File: config.mk
export PLATFORM = sky130hd
export DESIGN_NAME = if_fetch_unit
export DESIGN_NICKNAME = d
export VERILOG_FILES = /design/src/rtl/riscv_pipe_pkg.sv /design/src/rtl/if_fetch_buf.sv /design/src/rtl/if_fetch_unit.sv
export SDC_FILE = /design/constraint.sdc
export NUM_CORES = 1
export LEC_CHECK = 0
export ABC_AREA = 1
export BUFFER_PORTS_ARGS = -buffer_cell sky130_fd_sc_hd__buf_2
export CAP_MARGIN = 20
export CELL_PAD_IN_SITES_DETAIL_PLACEMENT = 0
export CELL_PAD_IN_SITES_GLOBAL_PLACEMENT = 1
export CORE_MARGIN = 2
export CORE_UTILIZATION = 46
export CTS_CLUSTER_SIZE = 28
export DETAILED_ROUTE_END_ITERATION = 10
export PLACE_DENSITY_LB_ADDON = 0.08
export SLEW_MARGIN = 20
export SYNTH_ARGS = -nofsm -noshare
export SYNTH_HDL_FRONTEND = slang
export SYNTH_SLANG_ARGS = --single-unit
export TNS_END_PERCENT = 5
File: constraint.sdc
create_clock -name clk -period 7.95 [get_ports clk]
set_clock_uncertainty 0.05 [all_clocks]
set_input_delay 1.1925 -clock clk [delete_from_list [all_inputs] [get_ports clk]]
set_output_delay 1.1925 -clock clk [all_outputs]
set_load 0.02 [all_outputs]
File: src/rtl/riscv_pipe_pkg.sv
// Shared pipeline definitions for the instruction fetch slice.
// Contents: XLEN, the NOP encoding, the fetch FSM state enum, the fetch
// buffer entry struct, the empty-entry constant and a word-align helper.
package riscv_pipe_pkg;

  localparam int XLEN = 32;
  localparam logic [XLEN-1:0] NOP_INSTR = 32'h0000_0013;

  typedef enum logic [1:0] {
    BOOT  = 2'd0,
    RUN   = 2'd1,
    DRAIN = 2'd2
  } fetch_state_e;

  typedef struct packed {
    logic [XLEN-1:0] pc;
    logic [XLEN-1:0] instr;
  } fetch_entry_t;

  // An empty slot presents a NOP at pc 0 so the outputs come straight from registers.
  localparam fetch_entry_t EMPTY_ENTRY = '{pc: 32'h0000_0000, instr: NOP_INSTR};

  function automatic logic [XLEN-1:0] align_word(input logic [XLEN-1:0] addr);
    return {addr[XLEN-1:2], 2'b00};
  endfunction

endpackage

File: src/rtl/if_fetch_buf.sv
// 2-entry synchronous fetch buffer (shift style: the head always sits in slot 0).
// Ports:
//   clk, reset      clock, asynchronous active-low reset
//   clear           drop all entries (wins over push/pop)
//   push, push_data write an entry; legal when full if pop is also high
//   pop             remove the head
//   head            registered head entry (EMPTY_ENTRY when empty)
//   full, empty     occupancy flags; count = occupancy 0..2
module if_fetch_buf
  import riscv_pipe_pkg::*;
(
  input  logic         clk,
  input  logic         reset,
  input  logic         clear,
  input  logic         push,
  input  fetch_entry_t push_data,
  input  logic         pop,
  output fetch_entry_t head,
  output logic         full,
  output logic         empty,
  output logic [1:0]   count
);

  fetch_entry_t slot0_r, slot1_r;
  fetch_entry_t slot0_nxt_s, slot1_nxt_s;
  logic [1:0]   cnt_r, cnt_nxt_s, cnt_mid_s;
  logic         pop_s, push_s;

  // Next-state computation: pop shifts slot1 forward, push fills the first free slot.
  always_comb begin
    pop_s       = pop && (cnt_r != 2'd0);
    push_s      = push && ((cnt_r != 2'd2) || pop_s);
    slot0_nxt_s = slot0_r;
    slot1_nxt_s = slot1_r;
    if (pop_s) begin
      slot0_nxt_s = (cnt_r == 2'd2) ? slot1_r : EMPTY_ENTRY;
      slot1_nxt_s = EMPTY_ENTRY;
    end else begin
      slot0_nxt_s = slot0_r;
      slot1_nxt_s = slot1_r;
    end
    cnt_mid_s = cnt_r - {1'b0, pop_s};
    if (push_s) begin
      if (cnt_mid_s == 2'd0) begin
        slot0_nxt_s = push_data;
      end else begin
        slot1_nxt_s = push_data;
      end
    end else begin
      cnt_mid_s = cnt_mid_s;
    end
    cnt_nxt_s = cnt_mid_s + {1'b0, push_s};
  end

  // Storage registers; clear empties the buffer regardless of push/pop.
  always_ff @(posedge clk or negedge reset) begin
    if (!reset) begin
      slot0_r <= EMPTY_ENTRY;
      slot1_r <= EMPTY_ENTRY;
      cnt_r   <= 2'd0;
    end else if (clear) begin
      slot0_r <= EMPTY_ENTRY;
      slot1_r <= EMPTY_ENTRY;
      cnt_r   <= 2'd0;
    end else begin
      slot0_r <= slot0_nxt_s;
      slot1_r <= slot1_nxt_s;
      cnt_r   <= cnt_nxt_s;
    end
  end

  assign head  = slot0_r;
  assign full  = (cnt_r == 2'd2);
  assign empty = (cnt_r == 2'd0);
  assign count = cnt_r;

endmodule

File: src/rtl/if_fetch_unit.sv
// Instruction fetch unit: issues word fetches, pairs in-order responses with
// their pc and presents them to the IF/ID register through a 2-entry buffer.
// Optional feature macro: IF_MISALIGN_TRAP_EN adds misalign_o.
// Ports:
//   clk, reset                    clock, asynchronous active-low reset
//   stall                         ID does not consume this cycle
//   redirect_valid, redirect_pc   taken branch/jump and its target
//   imem_req, imem_addr           fetch request and word address
//   imem_gnt, imem_rvalid, imem_rdata  grant, in-order response, data
//   instruction_w, sig_pc_w, valid_o   buffer head to IF/ID
//   flush                         active-low IF/ID flush, one cycle per redirect
//   misalign_o                    (macro only) redirect target not word aligned
module if_fetch_unit
  import riscv_pipe_pkg::*;
#(
  parameter logic [31:0] RESET_PC = 32'h0000_0000
) (
  input  logic            clk,
  input  logic            reset,
  input  logic            stall,
  input  logic            redirect_valid,
  input  logic [XLEN-1:0] redirect_pc,
  output logic            imem_req,
  output logic [XLEN-1:0] imem_addr,
  input  logic            imem_gnt,
  input  logic            imem_rvalid,
  input  logic [XLEN-1:0] imem_rdata,
  output logic [XLEN-1:0] instruction_w,
  output logic [XLEN-1:0] sig_pc_w,
  output logic            valid_o,
`ifdef IF_MISALIGN_TRAP_EN
  output logic            misalign_o,
`endif
  output logic            flush
);

  fetch_state_e    state_r, state_nxt_s;
  logic [XLEN-1:0] pc_r, pc_nxt_s;
  logic [XLEN-1:0] pcq0_r, pcq1_r, pcq0_nxt_s, pcq1_nxt_s;
  logic [1:0]      out_r, out_nxt_s, disc_r, disc_nxt_s, slot_s;
  logic            req_r, req_nxt_s, flush_r;
  logic            gnt_s, rsp_s, keep_s, pop_s, buf_push_s;
  logic [2:0]      occ_nxt_s, credit_s;
  logic            buf_full_s, buf_empty_s;
  logic [1:0]      buf_count_s;
  fetch_entry_t    rsp_entry_s, head_s;

  // Per-cycle bookkeeping: grants, responses, discard count, pc FIFO and credits.
  always_comb begin
    gnt_s       = req_r && imem_gnt;
    rsp_s       = imem_rvalid && (out_r != 2'd0);
    // A response is kept only when nothing is pending discard and no redirect is flushing it.
    keep_s      = rsp_s && (disc_r == 2'd0) && !redirect_valid;
    pop_s       = valid_o && !stall;
    buf_push_s  = keep_s && (!buf_full_s || pop_s);
    rsp_entry_s = '{pc: pcq0_r, instr: imem_rdata};
    out_nxt_s   = out_r + {1'b0, gnt_s} - {1'b0, rsp_s};

    // Every transaction still in flight after a redirect cycle belongs to the old path.
    if (redirect_valid) begin
      disc_nxt_s = out_nxt_s;
    end else if (rsp_s && (disc_r != 2'd0)) begin
      disc_nxt_s = disc_r - 2'd1;
    end else begin
      disc_nxt_s = disc_r;
    end

    if (redirect_valid) begin
      pc_nxt_s = align_word(redirect_pc);
    end else if (gnt_s) begin
      pc_nxt_s = pc_r + 32'd4;
    end else begin
      pc_nxt_s = pc_r;
    end

    // pc FIFO: head in pcq0, a response shifts, a grant lands behind the survivors.
    slot_s     = out_r - {1'b0, rsp_s};
    pcq0_nxt_s = rsp_s ? pcq1_r : pcq0_r;
    pcq1_nxt_s = pcq1_r;
    if (gnt_s) begin
      if (slot_s == 2'd0) begin
        pcq0_nxt_s = pc_r;
      end else begin
        pcq1_nxt_s = pc_r;
      end
    end else begin
      pcq1_nxt_s = pcq1_r;
    end

    case (state_r)
      BOOT:    state_nxt_s = RUN;
      RUN:     state_nxt_s = (redirect_valid && (disc_nxt_s != 2'd0)) ? DRAIN : RUN;
      DRAIN:   state_nxt_s = (disc_nxt_s != 2'd0) ? DRAIN : RUN;
      default: state_nxt_s = BOOT;
    endcase

    // The request is registered, so credits are judged on next-cycle occupancy.
    occ_nxt_s = redirect_valid ? 3'd0
              : ({1'b0, buf_count_s} + {2'b00, buf_push_s} - {2'b00, pop_s});
    credit_s  = {1'b0, out_nxt_s} + occ_nxt_s;
    req_nxt_s = (state_nxt_s == RUN) && (credit_s < 3'd2);
  end

  // FSM and fetch-side state with registered request and flush outputs.
  always_ff @(posedge clk or negedge reset) begin
    if (!reset) begin
      state_r <= BOOT;
      pc_r    <= RESET_PC;
      out_r   <= 2'd0;
      disc_r  <= 2'd0;
      pcq0_r  <= 32'h0000_0000;
      pcq1_r  <= 32'h0000_0000;
      req_r   <= 1'b0;
      flush_r <= 1'b1;
    end else begin
      state_r <= state_nxt_s;
      pc_r    <= pc_nxt_s;
      out_r   <= out_nxt_s;
      disc_r  <= disc_nxt_s;
      pcq0_r  <= pcq0_nxt_s;
      pcq1_r  <= pcq1_nxt_s;
      req_r   <= req_nxt_s;
      flush_r <= !redirect_valid;
    end
  end

`ifdef IF_MISALIGN_TRAP_EN
  logic misalign_r;

  // One-cycle pulse for a redirect target that is not word aligned.
  always_ff @(posedge clk or negedge reset) begin
    if (!reset) begin
      misalign_r <= 1'b0;
    end else begin
      misalign_r <= redirect_valid && (redirect_pc[1:0] != 2'b00);
    end
  end

  assign misalign_o = misalign_r;
`endif

  if_fetch_buf u_fetch_buf (
    .clk       (clk),
    .reset     (reset),
    .clear     (redirect_valid),
    .push      (buf_push_s),
    .push_data (rsp_entry_s),
    .pop       (pop_s),
    .head      (head_s),
    .full      (buf_full_s),
    .empty     (buf_empty_s),
    .count     (buf_count_s)
  );

  assign imem_req      = req_r;
  assign imem_addr     = pc_r;
  assign flush         = flush_r;
  assign valid_o       = !buf_empty_s;
  assign instruction_w = head_s.instr;
  assign sig_pc_w      = head_s.pc;

endmodule

==> results by group <==
Clock network
  • Number of buffers on the longest clock path: 3
  • Clock tree root buffer cell: sky130_fd_sc_hd__clkbuf_16
  • Post-CTS setup-driven buffer insertion count: 0
  • Worst-Skew Late Latency: 0.54 ns
  • Count of hold-fix buffers inserted at cts: 0
  • Level count of the clock H-tree: 1
  • Post-cts gate resize count: 0
  • Number of buffers added by the clock tree synthesis step: 27
  • CTS clock-pin slew for the worst setup and hold paths: 0.06 ns
  • TritonCTS clock tree: built
  • Clock sink total: 230

Critical path
  • Endpoint type of the worst setup path: flop
  • Highest-delay cell along the critical path: sky130_fd_sc_hd__dfrtp_1
  • Critical path class: reg -> reg
  • Startpoint type of the worst setup path: flop
  • Largest driver fanout on the critical path: 92
  • Launch point of the worst path: u_fetch_buf.count[1]
  • Crit-path max cell delay: 0.84 ns
  • Cell breakdown of the critical path: inv_2, a21oi_4, ha_1, inv_1, ha_1, nor2_1, inv_1, nor2_4, inv_2, buf_4, o21ai_0, a21oi_1
  • Critical register-to-register path startpoint: u_fetch_buf.count[1]
  • Worst Path Arrival: 4.14 ns
  • Critical path required time: 8.26 ns

STA
  • Endpoints failing setup: 0
  • Worst-case headroom to the max-slew limit: 0.341
  • Final worst path period share: 0.481
  • Final hold slack: 0.432 ns
  • Maximum frequency from static timing analysis: 0.262 GHz
  • Max-slew violations: 0
  • Worst-margin pin slew: 0.989 ns
  • Worst setup margin: 4.13 ns
  • Setup Total Neg Slack: 0 ns
  • Final Hold Viols: 0
  • Clock period minus final worst setup slack: 3.82 ns
  • Setup repair after global routing missed its margin: no

Yosys
  • Ranking of synthesized cells by area: sky130_fd_sc_hd__dfrtp_1 49%, sky130_fd_sc_hd__o21ai_0 12%, sky130_fd_sc_hd__nand2_1 7.2%
  • Yosys top cell by area: sky130_fd_sc_hd__dfrtp_1
  • Cell types with the highest counts after synthesis: 280 x sky130_fd_sc_hd__o21ai_0, 223 x sky130_fd_sc_hd__dfrtp_1, 217 x sky130_fd_sc_hd__nand2_1, 191 x sky130_fd_sc_hd__nor2_1, 136 x sky130_fd_sc_hd__inv_1
  • Sequential share of the synthesized area: 0.507
  • Top flip-flop cell by instance count after synthesis: sky130_fd_sc_hd__dfrtp_1
  • Flip-flop and latch count after synthesis: 230
  • Number of flops mapped to enable cells by yosys: 0
  • Async set-or-reset flop fraction in the synthesized netlist: 1.00
  • Synthesis warning total: 0
  • Number of instances in the synthesized netlist: 1439
  • Area of the mapped netlist: 11400 sq um
  • Average footprint of a synthesized cell: 7.90 sq um
  • Synth unique cells: 35
  • Top cell type's share of synthesized area: 0.491
  • Leading cell type by number of instances after synthesis: sky130_fd_sc_hd__o21ai_0

GRT
  • Vias in the first global route: 9554
  • Pin count of the biggest net entering global routing: 105
  • Remaining global-route overflow: 0
  • First-pass GRT wire length: 51700 um
  • Antenna violations before repair: 0
  • Global routing usage summed across all routing layers: 0.246

Outcome
  • Outcome: completed

Routing
  • DR vias/cell: 5.30
  • Wirelength, routed: 31600 um
  • Routed wirelength normalized by instance count: 16.7 um
  • Vias: 10027
  • Remaining DRCs: 0
  • Antenna-violating nets left: 0
  • Drt first-iter violations: 838
  • First-pass iteration count of the detailed router: 5

Power
  • Net Switching: 1.71 mW
  • Peak supply drop: 0.171 mV
  • Relative contribution of the clock network to total power: 0.272
  • Switching portion of total power: 0.386
  • Pwr Density: 337 nW/um^2
  • Relative contribution of sequential cells to total power: 0.399
  • Internal cell power: 2.72 mW
  • Leak pwr: 6.30 nW
  • Part of the total power dissipated in combinational logic: 0.330

Placement
  • Final GP Congestion: 0.902
  • Area after DPL: 12300 sq um
  • IO Port Bufs: 164
  • Placed wire-length estimate after detailed placement: 19300 um
  • Dpl ws: 3.57 ns

Floorplanning
  • Die boundary height: 161 um
  • Width of the chip: 161 um
  • Total core area: 24300 sq um
  • Row cnt: 57
  • Ports placed on the boundary: 169
  • Effective utilization at floorplan: 0.467
  • Die ar.: 26000 sq um

Cells and area
  • Register cell area after layout: 5760 sq um
  • Proportion of layout cells with a drive suffix above 1: 0.154
  • Total area of multi-input combinational cells: 4620 sq um
  • Antenna diode count: 0
  • Filler Cell Count: 2425
  • Area added between synthesis and finish: 15.5%
  • NumNets Final: 1628
  • Final non-filler cell area: 13100 sq um

Hold path
  • Worst hold path startpoint: pcq1_r[10]
  • Min-Delay Path Class: reg -> reg

Run
  • Max Cap Viol: 0
==> flip-flops by register name, indices dropped and copies added, names as in the netlist <==
register             flops
imem_addr               30
u_fetch_buf.slot1_r     64
pcq0_r                  32
out_r                    2
pcq1_r                  30
u_fetch_buf.count        2
u_fetch_buf.head        64
disc_r                   2
imem_req                 1
state_r                  2
flush                    1
==> critical path, delay by kind of cell, from the launching register on <==
family,cells,cell delay (ns)
adder cells (fa/ha/maj),2,0.46
AO/OA/AOI/OAI,3,0.56
buffers and inverters,5,1.08
flip-flops,1,0.84
AND/OR/NAND/NOR,2,0.60
==> layout by cell type (no fill, tap or decap), types with 12 or more instances in the layout <==
master | synthesis | final
sky130_fd_sc_hd__nand2_1 | 217 | 217
sky130_fd_sc_hd__buf_4 | 5 | 15
sky130_fd_sc_hd__a21oi_1 | 71 | 71
sky130_fd_sc_hd__dfrtp_1 | 223 | 223
sky130_fd_sc_hd__nand3_1 | 50 | 50
sky130_fd_sc_hd__o21ai_1 | 64 | 64
sky130_fd_sc_hd__nor2_1 | 191 | 191
sky130_fd_sc_hd__o21ai_0 | 280 | 280
sky130_fd_sc_hd__buf_2 | 17 | 162
sky130_fd_sc_hd__xor2_1 | 12 | 12
sky130_fd_sc_hd__o22ai_1 | 16 | 16
sky130_fd_sc_hd__clkbuf_16 | 0 | 27
sky130_fd_sc_hd__a31oi_1 | 15 | 15
sky130_fd_sc_hd__inv_1 | 136 | 136
sky130_fd_sc_hd__nor3_1 | 12 | 12
==> metrics by stage <==
step           utilization  cells  power (mW)
2_1_floorplan            -   1440        2.76
3_5_place_dp         0.504   1844        3.23
3_3_place_gp         0.504   1844        3.21
5_1_grt              0.539   1891        4.75
6_report             0.539   1891        4.42
4_1_cts              0.539   1891        4.46
==> power by group through the flow <==
stage               logic [mW]  clock network [mW]  registers (mW)
floorplan                0.862                   0            1.89
global placement          1.43                   0            1.77
detailed placement        1.45                   0            1.78
CTS                       1.47                1.23            1.76
global route              1.66                1.27            1.81
finish                    1.46                1.20            1.76
==> worst paths after layout <==
path | end | slack [ns] | cells after the start
hold reg to reg | pcq1_r[10] | 0.43 | 2
hold / removal | pcq1_r[10] | 0.43 | 2
max in group asynchronous | u_fetch_buf.slot1_r[48] | 5.79 | 2
setup / recovery | u_fetch_buf.head[33] | 4.13 | 12
setup reg to reg | u_fetch_buf.head[33] | 4.13 | 12
min in group asynchronous | u_fetch_buf.head[43] | 0.59 | 1
==> metal layers <==
metal / routed length (um) / vias to the layer above / global-route usage
li1: - / 4983 / -
met1: 15600 / 4738 / 0.374
met2: 13900 / 268 / 0.378
met3: 1520 / 38 / 0.0277
met4: 559 / 0 / 0.0564
met5: 0 / - / 0
==> logic make-up (layout without fill, tap and decap cells) <==
group	after synthesis	count (layout)	synth area share
XOR/XNOR	12	12	0.00925
other	1	2	0.000330
buffers and inverters	239	366	0.0871
AO/OA/AOI/OAI	463	463	0.212
flip-flops	230	230	0.507
adder cells (fa/ha/maj)	9	9	0.0112
AND/OR/NAND/NOR	485	485	0.173
==> cell type report <==
cell class,instances,area share
well taps,324,0.0309
multi-input cells,971,0.352
clock inverters,9,0.00582
repair buffers,178,0.0715
inverters,141,0.0403
flip-flops and latches,230,0.439
clock buffers,38,0.0600
No activity file was read; power rests on OpenSTA's default activity.
